File: config.mk
export PLATFORM = sky130hd
export DESIGN_NAME = mem_bus_arbiter_flat
export DESIGN_NICKNAME = d
export VERILOG_FILES = /design/src/rtl/mem_bus_arbiter_if.sv /design/src/rtl/mem_bus_arbiter.sv /design/src/flat_wrapper.sv
export SDC_FILE = /design/constraint.sdc
export NUM_CORES = 1
export LEC_CHECK = 0
export ABC_AREA = 1
export BUFFER_PORTS_ARGS = -buffer_cell sky130_fd_sc_hd__buf_4
export CAP_MARGIN = 25
export CORE_MARGIN = 5
export CORE_UTILIZATION = 51
export CTS_CLUSTER_DIAMETER = 200
export CTS_CLUSTER_SIZE = 8
export DETAILED_ROUTE_END_ITERATION = 12
export PLACE_DENSITY = 0.85
export SLEW_MARGIN = 30
export SYNTH_ARGS = -nofsm -noshare
export SYNTH_HDL_FRONTEND = slang
export SYNTH_SLANG_ARGS = --single-unit
File: constraint.sdc
create_clock -name clk -period 3.4 [get_ports clk]
set_clock_uncertainty 0.05 [all_clocks]
set_input_delay 0.51 -clock clk [delete_from_list [all_inputs] [get_ports clk]]
set_output_delay 0.51 -clock clk [all_outputs]
set_load 0.005 [all_outputs]
File: src/rtl/mem_bus_arbiter_if.sv
// Fetch/LSU requester ports plus the single-outstanding memory bus of mem_bus_arbiter.
// master = arbiter side; slave = requesters and memory model side.
interface mem_bus_arbiter_if #(
  parameter int ADDR_WIDTH = 32,
  parameter int DATA_WIDTH = 32
);
  logic                  f_req;
  logic [ADDR_WIDTH-1:0] f_addr;
  logic                  f_gnt;
  logic [DATA_WIDTH-1:0] f_rdata;
  logic                  f_rvalid;
  logic                  f_err;

  logic                  l_req;
  logic                  l_we;
  logic [ADDR_WIDTH-1:0] l_addr;
  logic [DATA_WIDTH-1:0] l_wdata;
  logic                  l_gnt;
  logic [DATA_WIDTH-1:0] l_rdata;
  logic                  l_rvalid;
  logic                  l_err;

  logic                  flush;

  logic                  mem_req_valid;
  logic                  mem_we;
  logic [ADDR_WIDTH-1:0] mem_addr;
  logic [DATA_WIDTH-1:0] mem_wdata;
  logic                  mem_wdata_oe;
  logic [DATA_WIDTH-1:0] mem_rdata;
  logic                  mem_data_valid;
  logic                  busy;

  modport master (
    input  f_req, f_addr, l_req, l_we, l_addr, l_wdata, flush,
           mem_rdata, mem_data_valid,
    output f_gnt, f_rdata, f_rvalid, f_err,
           l_gnt, l_rdata, l_rvalid, l_err,
           mem_req_valid, mem_we, mem_addr, mem_wdata, mem_wdata_oe, busy
  );

  modport slave (
    output f_req, f_addr, l_req, l_we, l_addr, l_wdata, flush,
           mem_rdata, mem_data_valid,
    input  f_gnt, f_rdata, f_rvalid, f_err,
           l_gnt, l_rdata, l_rvalid, l_err,
           mem_req_valid, mem_we, mem_addr, mem_wdata, mem_wdata_oe, busy
  );
endinterface

File: src/rtl/mem_bus_arbiter.sv
// Round-robin fetch/LSU arbiter onto a single-outstanding memory bus; grant 1 cycle after request,
// rvalid/err 1 cycle after completion/timeout; requests simply wait (ignored) while busy.
module mem_bus_arbiter #(
  parameter int ADDR_WIDTH = 32,
  parameter int DATA_WIDTH = 32,
  parameter int TIMEOUT    = 255
) (
  input  logic               clk,
  input  logic               reset,
  mem_bus_arbiter_if.master  bus
);

  localparam logic [0:0] S_IDLE    = 1'b0;
  localparam logic [0:0] S_BUSY    = 1'b1;
  localparam logic       OWN_FETCH = 1'b0;
  localparam logic       OWN_LSU   = 1'b1;
  localparam logic [7:0] TMO_LAST  = 8'(TIMEOUT - 1);

  logic [0:0]            state_q, state_d;
  logic                  owner_q, owner_d;
  logic                  last_q, last_d;
  logic [7:0]            cnt_q, cnt_d;
  logic                  drop_q, drop_d;
  logic [ADDR_WIDTH-1:0] addr_q, addr_d;
  logic                  we_q, we_d;
  logic [DATA_WIDTH-1:0] wdata_q, wdata_d;
  logic                  f_gnt_q, f_gnt_d, l_gnt_q, l_gnt_d;
  logic                  f_rvalid_q, f_rvalid_d, l_rvalid_q, l_rvalid_d;
  logic                  f_err_q, f_err_d, l_err_q, l_err_d;
  logic [DATA_WIDTH-1:0] f_rdata_q, f_rdata_d, l_rdata_q, l_rdata_d;

  logic f_elig, l_elig, pick_fetch;

  assign f_elig     = bus.f_req & ~bus.flush;
  assign l_elig     = bus.l_req;
  assign pick_fetch = f_elig & (~l_elig | (last_q == OWN_LSU));

  always_comb begin
    logic drop_now;
    drop_now   = drop_q;
    state_d    = state_q;
    owner_d    = owner_q;
    last_d     = last_q;
    cnt_d      = cnt_q;
    drop_d     = drop_q;
    addr_d     = addr_q;
    we_d       = we_q;
    wdata_d    = wdata_q;
    f_rdata_d  = f_rdata_q;
    l_rdata_d  = l_rdata_q;
    f_gnt_d    = 1'b0;
    l_gnt_d    = 1'b0;
    f_rvalid_d = 1'b0;
    l_rvalid_d = 1'b0;
    f_err_d    = 1'b0;
    l_err_d    = 1'b0;

    case (state_q)
      S_IDLE: begin
        if (f_elig | l_elig) begin
          state_d = S_BUSY;
          cnt_d   = 8'd0;
          drop_d  = 1'b0;
          if (pick_fetch) begin
            owner_d = OWN_FETCH;
            last_d  = OWN_FETCH;
            addr_d  = bus.f_addr;
            we_d    = 1'b0;
            f_gnt_d = 1'b1;
          end else begin
            owner_d = OWN_LSU;
            last_d  = OWN_LSU;
            addr_d  = bus.l_addr;
            we_d    = bus.l_we;
            wdata_d = bus.l_wdata;
            l_gnt_d = 1'b1;
          end
        end
      end
      S_BUSY: begin
        cnt_d = cnt_q + 8'd1;
        // A flush in the final cycle still suppresses that fetch's response.
        drop_now = drop_q | ((owner_q == OWN_FETCH) & bus.flush);
        drop_d   = drop_now;
        if (bus.mem_data_valid) begin
          state_d = S_IDLE;
          drop_d  = 1'b0;
          if (owner_q == OWN_FETCH) begin
            if (!drop_now) begin
              f_rvalid_d = 1'b1;
              f_rdata_d  = bus.mem_rdata;
            end
          end else begin
            l_rvalid_d = 1'b1;
            if (!we_q) l_rdata_d = bus.mem_rdata;
          end
        end else if (cnt_q == TMO_LAST) begin
          state_d = S_IDLE;
          drop_d  = 1'b0;
          if (owner_q == OWN_FETCH) f_err_d = ~drop_now;
          else                      l_err_d = 1'b1;
        end
      end
      default: state_d = S_IDLE;
    endcase
  end

  always_ff @(posedge clk or negedge reset) begin
    if (!reset) begin
      state_q    <= S_IDLE;
      owner_q    <= OWN_LSU;
      last_q     <= OWN_LSU;
      cnt_q      <= 8'd0;
      drop_q     <= 1'b0;
      addr_q     <= '0;
      we_q       <= 1'b0;
      wdata_q    <= '0;
      f_gnt_q    <= 1'b0;
      l_gnt_q    <= 1'b0;
      f_rvalid_q <= 1'b0;
      l_rvalid_q <= 1'b0;
      f_err_q    <= 1'b0;
      l_err_q    <= 1'b0;
      f_rdata_q  <= '0;
      l_rdata_q  <= '0;
    end else begin
      state_q    <= state_d;
      owner_q    <= owner_d;
      last_q     <= last_d;
      cnt_q      <= cnt_d;
      drop_q     <= drop_d;
      addr_q     <= addr_d;
      we_q       <= we_d;
      wdata_q    <= wdata_d;
      f_gnt_q    <= f_gnt_d;
      l_gnt_q    <= l_gnt_d;
      f_rvalid_q <= f_rvalid_d;
      l_rvalid_q <= l_rvalid_d;
      f_err_q    <= f_err_d;
      l_err_q    <= l_err_d;
      f_rdata_q  <= f_rdata_d;
      l_rdata_q  <= l_rdata_d;
    end
  end

  assign bus.busy          = (state_q == S_BUSY);
  assign bus.mem_req_valid = (state_q == S_BUSY);
  assign bus.mem_we        = (state_q == S_BUSY) & we_q;
  assign bus.mem_wdata_oe  = (state_q == S_BUSY) & we_q;
  assign bus.mem_addr      = addr_q;
  assign bus.mem_wdata     = wdata_q;
  assign bus.f_gnt         = f_gnt_q;
  assign bus.l_gnt         = l_gnt_q;
  assign bus.f_rvalid      = f_rvalid_q;
  assign bus.l_rvalid      = l_rvalid_q;
  assign bus.f_err         = f_err_q;
  assign bus.l_err         = l_err_q;
  assign bus.f_rdata       = f_rdata_q;
  assign bus.l_rdata       = l_rdata_q;

endmodule

File: src/flat_wrapper.sv
// flat-port wrapper written by rule: the top's interface ports become plain ports
module mem_bus_arbiter_flat 
#(
  parameter int ADDR_WIDTH = 32,
  parameter int DATA_WIDTH = 32,
  parameter int TIMEOUT    = 255
)
  (clk, reset, bus_f_req, bus_f_addr, bus_l_req, bus_l_we, bus_l_addr, bus_l_wdata, bus_flush, bus_mem_rdata, bus_mem_data_valid, bus_f_gnt, bus_f_rdata, bus_f_rvalid, bus_f_err, bus_l_gnt, bus_l_rdata, bus_l_rvalid, bus_l_err, bus_mem_req_valid, bus_mem_we, bus_mem_addr, bus_mem_wdata, bus_mem_wdata_oe, bus_busy);
  mem_bus_arbiter_if #(.ADDR_WIDTH(ADDR_WIDTH), .DATA_WIDTH(DATA_WIDTH)) bus_i ();
  input  logic clk;
  input  logic reset;
  input wire logic [$bits(bus_i.f_req)-1:0] bus_f_req;
  input wire logic [$bits(bus_i.f_addr)-1:0] bus_f_addr;
  input wire logic [$bits(bus_i.l_req)-1:0] bus_l_req;
  input wire logic [$bits(bus_i.l_we)-1:0] bus_l_we;
  input wire logic [$bits(bus_i.l_addr)-1:0] bus_l_addr;
  input wire logic [$bits(bus_i.l_wdata)-1:0] bus_l_wdata;
  input wire logic [$bits(bus_i.flush)-1:0] bus_flush;
  input wire logic [$bits(bus_i.mem_rdata)-1:0] bus_mem_rdata;
  input wire logic [$bits(bus_i.mem_data_valid)-1:0] bus_mem_data_valid;
  output wire logic [$bits(bus_i.f_gnt)-1:0] bus_f_gnt;
  output wire logic [$bits(bus_i.f_rdata)-1:0] bus_f_rdata;
  output wire logic [$bits(bus_i.f_rvalid)-1:0] bus_f_rvalid;
  output wire logic [$bits(bus_i.f_err)-1:0] bus_f_err;
  output wire logic [$bits(bus_i.l_gnt)-1:0] bus_l_gnt;
  output wire logic [$bits(bus_i.l_rdata)-1:0] bus_l_rdata;
  output wire logic [$bits(bus_i.l_rvalid)-1:0] bus_l_rvalid;
  output wire logic [$bits(bus_i.l_err)-1:0] bus_l_err;
  output wire logic [$bits(bus_i.mem_req_valid)-1:0] bus_mem_req_valid;
  output wire logic [$bits(bus_i.mem_we)-1:0] bus_mem_we;
  output wire logic [$bits(bus_i.mem_addr)-1:0] bus_mem_addr;
  output wire logic [$bits(bus_i.mem_wdata)-1:0] bus_mem_wdata;
  output wire logic [$bits(bus_i.mem_wdata_oe)-1:0] bus_mem_wdata_oe;
  output wire logic [$bits(bus_i.busy)-1:0] bus_busy;
  assign bus_i.f_req = bus_f_req;
  assign bus_i.f_addr = bus_f_addr;
  assign bus_i.l_req = bus_l_req;
  assign bus_i.l_we = bus_l_we;
  assign bus_i.l_addr = bus_l_addr;
  assign bus_i.l_wdata = bus_l_wdata;
  assign bus_i.flush = bus_flush;
  assign bus_i.mem_rdata = bus_mem_rdata;
  assign bus_i.mem_data_valid = bus_mem_data_valid;
  assign bus_f_gnt = bus_i.f_gnt;
  assign bus_f_rdata = bus_i.f_rdata;
  assign bus_f_rvalid = bus_i.f_rvalid;
  assign bus_f_err = bus_i.f_err;
  assign bus_l_gnt = bus_i.l_gnt;
  assign bus_l_rdata = bus_i.l_rdata;
  assign bus_l_rvalid = bus_i.l_rvalid;
  assign bus_l_err = bus_i.l_err;
  assign bus_mem_req_valid = bus_i.mem_req_valid;
  assign bus_mem_we = bus_i.mem_we;
  assign bus_mem_addr = bus_i.mem_addr;
  assign bus_mem_wdata = bus_i.mem_wdata;
  assign bus_mem_wdata_oe = bus_i.mem_wdata_oe;
  assign bus_busy = bus_i.busy;
  mem_bus_arbiter #(.ADDR_WIDTH(ADDR_WIDTH), .DATA_WIDTH(DATA_WIDTH), .TIMEOUT(TIMEOUT)) u_core (.clk(clk), .reset(reset), .bus(bus_i));
endmodule
==> out/qor.yml, run 1 <==
synth:
  ys_ff_latch: 146
  synthCells: 759
  synthArstFlopShare_pct: 100
  synth-seq-area-share_pct: 58.0
  synth-edff-count: 0
  synth_top_area_share_pct: 57.6
  yosys.area.top_type: "dfrtp_1"
  syn-cell-area_um2: 6300
  syn-num-nets: 896
  ys_warn_count: 0
  synth_common_cells: "nand2_1, dfrtp_1, nand3_1"
  ys_types: 24
  synth_ff_type: "dfrtp_1"
  avgSynthCellArea_um2: 8.30
  synth.area.top_cells: "dfrtp_1, nand2_1, nand3_1"
  synth.most_common_cell: "nand2_1"
global_routing:
  grt_antenna_before_repair: 0
  grt_pass1_wl_um: 30900
  use_met1_pct: 33.4
  grt_use_met3_pct: 9.74
  busiest_layer: "met2"
  overflow: 0
  grt_start_max_net_pins: 59
  track_usage_pct: 26.9
  grt_pass1_vias: 6119
  use_met2_pct: 43.9
run:
  cap_violations: 0
route:
  ant_nets: 0
  dr.pass1.iters: 6
  vias_per_cell: 5.13
  drc: 0
  totalWireLength_um: 19500
  wl_per_cell_um: 16.3
  num_vias: 6131
  drt_iter0_markers: 617
clock_network:
  clock_latency_ns: 0.41
  h-tree-depth: 4
  tritoncts.num_buffers: 17
  cts_root_buf: "clkbuf_16"
  clk_pin_slew_ns: 0.06
  ctsResizeCount: 0
  cts_setup_buffers: 0
  cts_tree: "built"
  cts_sinks: 146
  clockBufferDepth: 2
  ctsHoldBuffers: 0
critical_path:
  critical_path_required_ns: 3.65
  crit_path_max_incr_delay_ns: 0.64
  worst_r2r_endpoint: "u_core.bus.mem_wdata[13]$_DFFE_PN0P_"
  critPathMaxFanout: 34
  slowest_stage: "nand3_2"
  reg2reg_from: "u_core.last_q$_DFFE_PN1P_"
  start_kind: "flip-flop"
  crit_buf_inv: 1
  cp_top_family: "simple AND/OR/NAND/NOR gates"
  path_cells: "inv_2 > nand2_2 > nand2_2 > nand3_2 > nand2_1 > nand2_1"
  setup.worst_path.class: "flip-flop to flip-flop"
  rrSetupSlack_ns: 0.82
  worstSetupEndpointType: "flip-flop"
  cp.arrival_ns: 2.83
  reg2reg_depth: 6
timing:
  period_share_pct: 75.9
  holdWs_ns: -0.00749
  worst-slew-pin-transition_ns: 0.686
  setup_viol: 0
  rsz0062_at_grt: "no"
  finalSetupTns_ns: 0
  setup_ws_ns: 0.819
  hold_violations: 5
  fmax_mhz: 387
  min_period_ns: 2.58
  relSlewSlack_pct: 54.2
  slew_viol_final: 0
die:
  rows: 40
  io_pins: 273
  start_util_pct: 52.3
  die_area_um2: 14700
  fp.dieW_um: 121
  die_y_um: 121
  core_um2: 12100
status:
  status: "complete, but fails checks"
  violations: "hold timing"
power_and_ir_drop:
  internal_power_w: 0.00480
  powerDensity_nw_per_um2: 776
  p_clk_share_pct: 29.4
  total_leakage_power_nw: 5.06
  p_sw_w: 0.00221
  peakVddDrop_mv: 0.361
  power_w: 0.00701
  netSwitchingFraction_pct: 31.6
  combPwrFrac_pct: 31.6
  pwr-share-seq_pct: 39.0
placed_design:
  hpwl_um: 13900
  place_congestion: 0.843
  dp_cells: 1165
  dp_slack_ns: 0.786
  io_buffers: 272
  place_area_um2: 8390
layout:
  drive_gt1_share_pct: 32.6
  nNetsFinal: 1153
  multi_input_area_um2: 2310
  seq_area_um2: 3650
  diodes: 0
  final_cells: 1196
  final.fill_count: 892
  area_delta_synth_final_pct: 43.5
  final_area_um2: 9040
min_path:
  hp-class: "input pin to async pin"
[metal layers]
metal / vias to the layer above / wire (µm) / part of all wire [%]
met3: 39 / 2070 / 11
li1: 2912 / - / -
met2: 331 / 9520 / 49
met1: 2849 / 7460 / 38
met5: - / 0 / 0
met4: 0 / 486 / 2.5
[worst register-to-register path, cell delays in order, from the launching register on]
cell,delay [ns]
dfstp_2,0.37
inv_2,0.15
nand2_2,0.40
nand2_2,0.52
nand3_2,0.64
nand2_1,0.26
nand2_1,0.08
[cell families after synthesis]
kind of cell    count (synthesis)  share of synthesized area (%)
simple gates                  506                           33.1
buf+inv                        66                           5.42
flops                         146                           58.0
compound gates                 39                           3.10
fa+ha+maj                       2                          0.397
[power groups by stage]
stage	combinational (W)	clock (W)	sequential, W
CTS	0.00224	0.00208	0.00273
finish	0.00221	0.00206	0.00274
floorplan	0.000815	0	0.00275
detailed placement	0.00223	0	0.00274
global route	0.00246	0.00217	0.00282
global placement	0.00216	0	0.00274
[final cells by class]
cell class / instances / area share (%)
Clock inverter: 14 / 2.50
Multi-Input combinational cell: 547 / 25.5
Clock buffer: 17 / 4.70
Inverter: 18 / 0.747
Timing Repair Buffer: 286 / 23.8
Sequential cell: 146 / 40.4
Tap cell: 168 / 2.32
[metrics by stage]
stage / utilization (%) / hold slack, ns
after CTS: 75.0 / 0.0171
final: 75.0 / -0.00749
after floorplan: - / 0.164
after detailed placement: 69.6 / 0.409
after global routing: 75.0 / 0.0333
after global placement: 69.6 / 0.405
[cells in the final DEF, fill, tap and decap left out, drive strengths merged]
master,netlist,layout
nand2,382,382
buf,32,286
dfrtp,145,145
nand3,104,104
o21ai,37,37
inv,18,22
clkbuf,16,17
nor2,11,11
bufinv,0,5
nand4,3,3
clkinv,0,3
nor3,3,3
a21oi,2,2
or2,2,2
ha,2,2
clkinvlp,0,2
nand3b,1,1
dfstp,1,1
[sequential cells by signal (all words and copies together) (netlist names)]
register / flops
u_core.bus.mem_wdata: 32
u_core.bus.l_err: 1
u_core.bus.f_gnt: 1
u_core.bus.l_gnt: 1
u_core.we_q: 1
u_core.drop_q: 1
u_core.cnt_q: 8
u_core.last_q: 1
u_core.bus.l_rvalid: 1
u_core.bus.l_rdata: 32
u_core.bus.busy: 1
u_core.bus.mem_addr: 32
u_core.bus.f_err: 1
u_core.bus.f_rdata: 32
u_core.bus.f_rvalid: 1
[worst max-delay path by stage]
| stage | startpoint | endpoint | slack (ns) | cells past startpoint |
|---|---|---|---|---|
| detailed placement | bus_l_req | u_core.bus.mem_wdata[12]$_DFFE_PN0P_ | 0.79 | 6 |
| global route | u_core.last_q$_DFFE_PN1P_ | u_core.bus.mem_wdata[15]$_DFFE_PN0P_ | 0.62 | 6 |
| floorplan | bus_f_req | u_core.bus.mem_addr[22]$_DFFE_PN0P_ | 1.97 | 9 |
| global placement | bus_l_req | u_core.bus.mem_wdata[26]$_DFFE_PN0P_ | 0.87 | 6 |
| finish | u_core.last_q$_DFFE_PN1P_ | u_core.bus.mem_wdata[13]$_DFFE_PN0P_ | 0.82 | 6 |
| CTS | u_core.last_q$_DFFE_PN1P_ | u_core.bus.mem_wdata[13]$_DFFE_PN0P_ | 0.84 | 6 |
Power figures use the tool's default switching activity.
==> run 2: changes to the inputs <==
Settings changed: CORE_UTILIZATION 51 to 43, PLACE_DENSITY 0.85 to 0.76.
Clock period 3.4 ns to 2.2 ns, I/O delays scaled along.
==> run 2 against run 1 <==
Net effect:
- the flow now finishes without violations
- count of clock-buffer cells in the layout up 1
- global-route usage fell by 4.9 points
- first-iteration DRC count shrank 29%
- register-to-register slack got worse by 0.17 ns
- sequential power increased by 55%
- wire length fell by 1.1%
- largest cell class unchanged
==> out/qor.yml, run 2 (synthesized netlist as in run 1, its figures left out) <==
route:
  dr.pass1.iters: 5
  wl_per_cell_um: 15.9
  ant_nets: 0
  drc: 0
  totalWireLength_um: 19300
  vias_per_cell: 4.96
  drt_iter0_markers: 441
  num_vias: 6034
global_routing:
  overflow: 0
  busiest_layer: "met2"
  grt_pass1_wl_um: 29600
  track_usage_pct: 22.0
  grt_antenna_before_repair: 0
  use_met1_pct: 27.3
  grt_start_max_net_pins: 67
  grt_use_met3_pct: 7.37
  use_met2_pct: 36.8
  grt_pass1_vias: 5838
layout:
  drive_gt1_share_pct: 32.8
  final_cell_mix: "nand2_1, buf_4, dfrtp_1"
  diodes: 0
  nNetsFinal: 1157
  layout_commonest_cell: "nand2_1"
  area_delta_synth_final_pct: 44.7
  final_area_um2: 9120
  fin_util_pct: 63.0
  final_cells: 1216
placed_design:
  io_buffers: 272
  hpwl_um: 13900
  dp_cells: 1184
  place_congestion: 0.847
  place_area_um2: 8480
timing:
  slew_viol_final: 0
  rsz0062_at_grt: "no"
  worst-slew-pin-transition_ns: 0.422
  relSlewSlack_pct: 71.9
  setup_viol: 0
  min_period_ns: 1.70
  fmax_mhz: 589
  hold_violations: 0
  finalSetupTns_ns: 0
  period_share_pct: 77.2
critical_path:
  critical_path_required_ns: 1.82
  setup.worst_path.class: "flip-flop to output pin"
  cp.arrival_ns: 1.32
  start_kind: "flip-flop"
  critPathMaxFanout: 10
  worstSetupEndpointType: "output pin"
  rrSetupSlack_ns: 0.65
power_and_ir_drop:
  power_w: 0.0107
  total_leakage_power_nw: 5.09
  netSwitchingFraction_pct: 31.3
  pwr-share-seq_pct: 39.6
  powerDensity_nw_per_um2: 1170
  p_clk_share_pct: 28.5
  internal_power_w: 0.00735
  combPwrFrac_pct: 31.9
  peakVddDrop_mv: 0.561
  p_sw_w: 0.00334
clock_network:
  tritoncts.num_buffers: 17
  clock_latency_ns: 0.41
  h-tree-depth: 4
  clk_pin_slew_ns: 0.06
  cts_tree: "built"
  cts_root_buf: "clkbuf_16"
  cts_setup_buffers: 0
  cts_sinks: 146
  clockBufferDepth: 2
status:
  status: "completed"
min_path:
  hp-class: "input pin to flip-flop"
die:
  die_y_um: 131
  start_util_pct: 43.5
  core_um2: 14500
  io_pins: 273
  rows: 44
  fp.dieW_um: 131
  die_area_um2: 17200
run:
  cap_violations: 0
## run 2: changes by cell type in the layout (fill, tap and decap cells not counted)
cell,before,now
buf_4,285,284
clkinvlp_4,2,0
buf_12,0,4
bufinv_16,5,4
dlygate4sd3_1,0,1
clkbuf_8,0,1
inv_6,4,1
clkinv_2,0,4
clkinv_4,3,4
## run 2: final cells by class
type	count	area [µm²]
Fill cell	1277	5360
Clock inverter	13	184
Sequential cell	146	3650
Inverter	18	67.6
Clock buffer	18	439
Timing Repair Buffer	290	2230
Multi-Input combinational cell	547	2310
Tap cell	184	230
## run 2: per-stage QoR
step	hold WS [ns]	setup WS (ns)
floorplan	-0.0156	0.821
global placement	0.227	0.720
detailed placement	0.227	0.632
CTS	0.0596	0.459
global route	0.0667	0.417
finish	0.0792	0.502
## run 2: path summary, 6_finish.rpt
path,startpoint,end,cells past startpoint
max in group asynchronous,reset,u_core.bus.mem_addr[14]$_DFFE_PN0P_,3
min reg2reg,u_core.bus.l_rdata[18]$_DFFE_PN0P_,u_core.bus.l_rdata[18]$_DFFE_PN0P_,2
max,u_core.bus.busy$_DFF_PN0_,bus_mem_wdata_oe,3
min in group asynchronous,reset,u_core.bus.f_rdata[1]$_DFFE_PN0P_,2
min,bus_mem_rdata[26],u_core.bus.f_rdata[26]$_DFFE_PN0P_,3
max reg2reg,u_core.bus.busy$_DFF_PN0_,u_core.bus.l_rdata[1]$_DFFE_PN0P_,5
## run 2: metal layers
| metal | routed length (µm) | part of all wire [%] | vias to the layer above |
|---|---|---|---|
| met5 | 0 | 0 | - |
| met2 | 9270 | 48 | 254 |
| li1 | - | - | 2923 |
| met4 | 148 | 0.77 | 0 |
| met1 | 7660 | 40 | 2845 |
| met3 | 2250 | 12 | 12 |
## run 2: repair_timing
action	4_1_cts	5_1_grt
hold endpoints to repair	38	0
endpoints found under the setup margin	0	0
hold buffers	1	0
resized for setup	0	0
## run 2: power by group through the flow
stage                     sequential [W]  combinational (W)  clock, W
final                            0.00424            0.00341   0.00305
after global placement           0.00424            0.00338         0
after global routing             0.00435            0.00381   0.00323
after floorplan                  0.00426            0.00126         0
after CTS                        0.00424            0.00347   0.00310
after detailed placement         0.00425            0.00347         0
## run 2: worst max-delay path, stage by stage, from the launching register on
cell and delay [ns]:
dfrtp_1 0.53, nand2_1 0.09, inv_1 0.16, buf_4 0.14
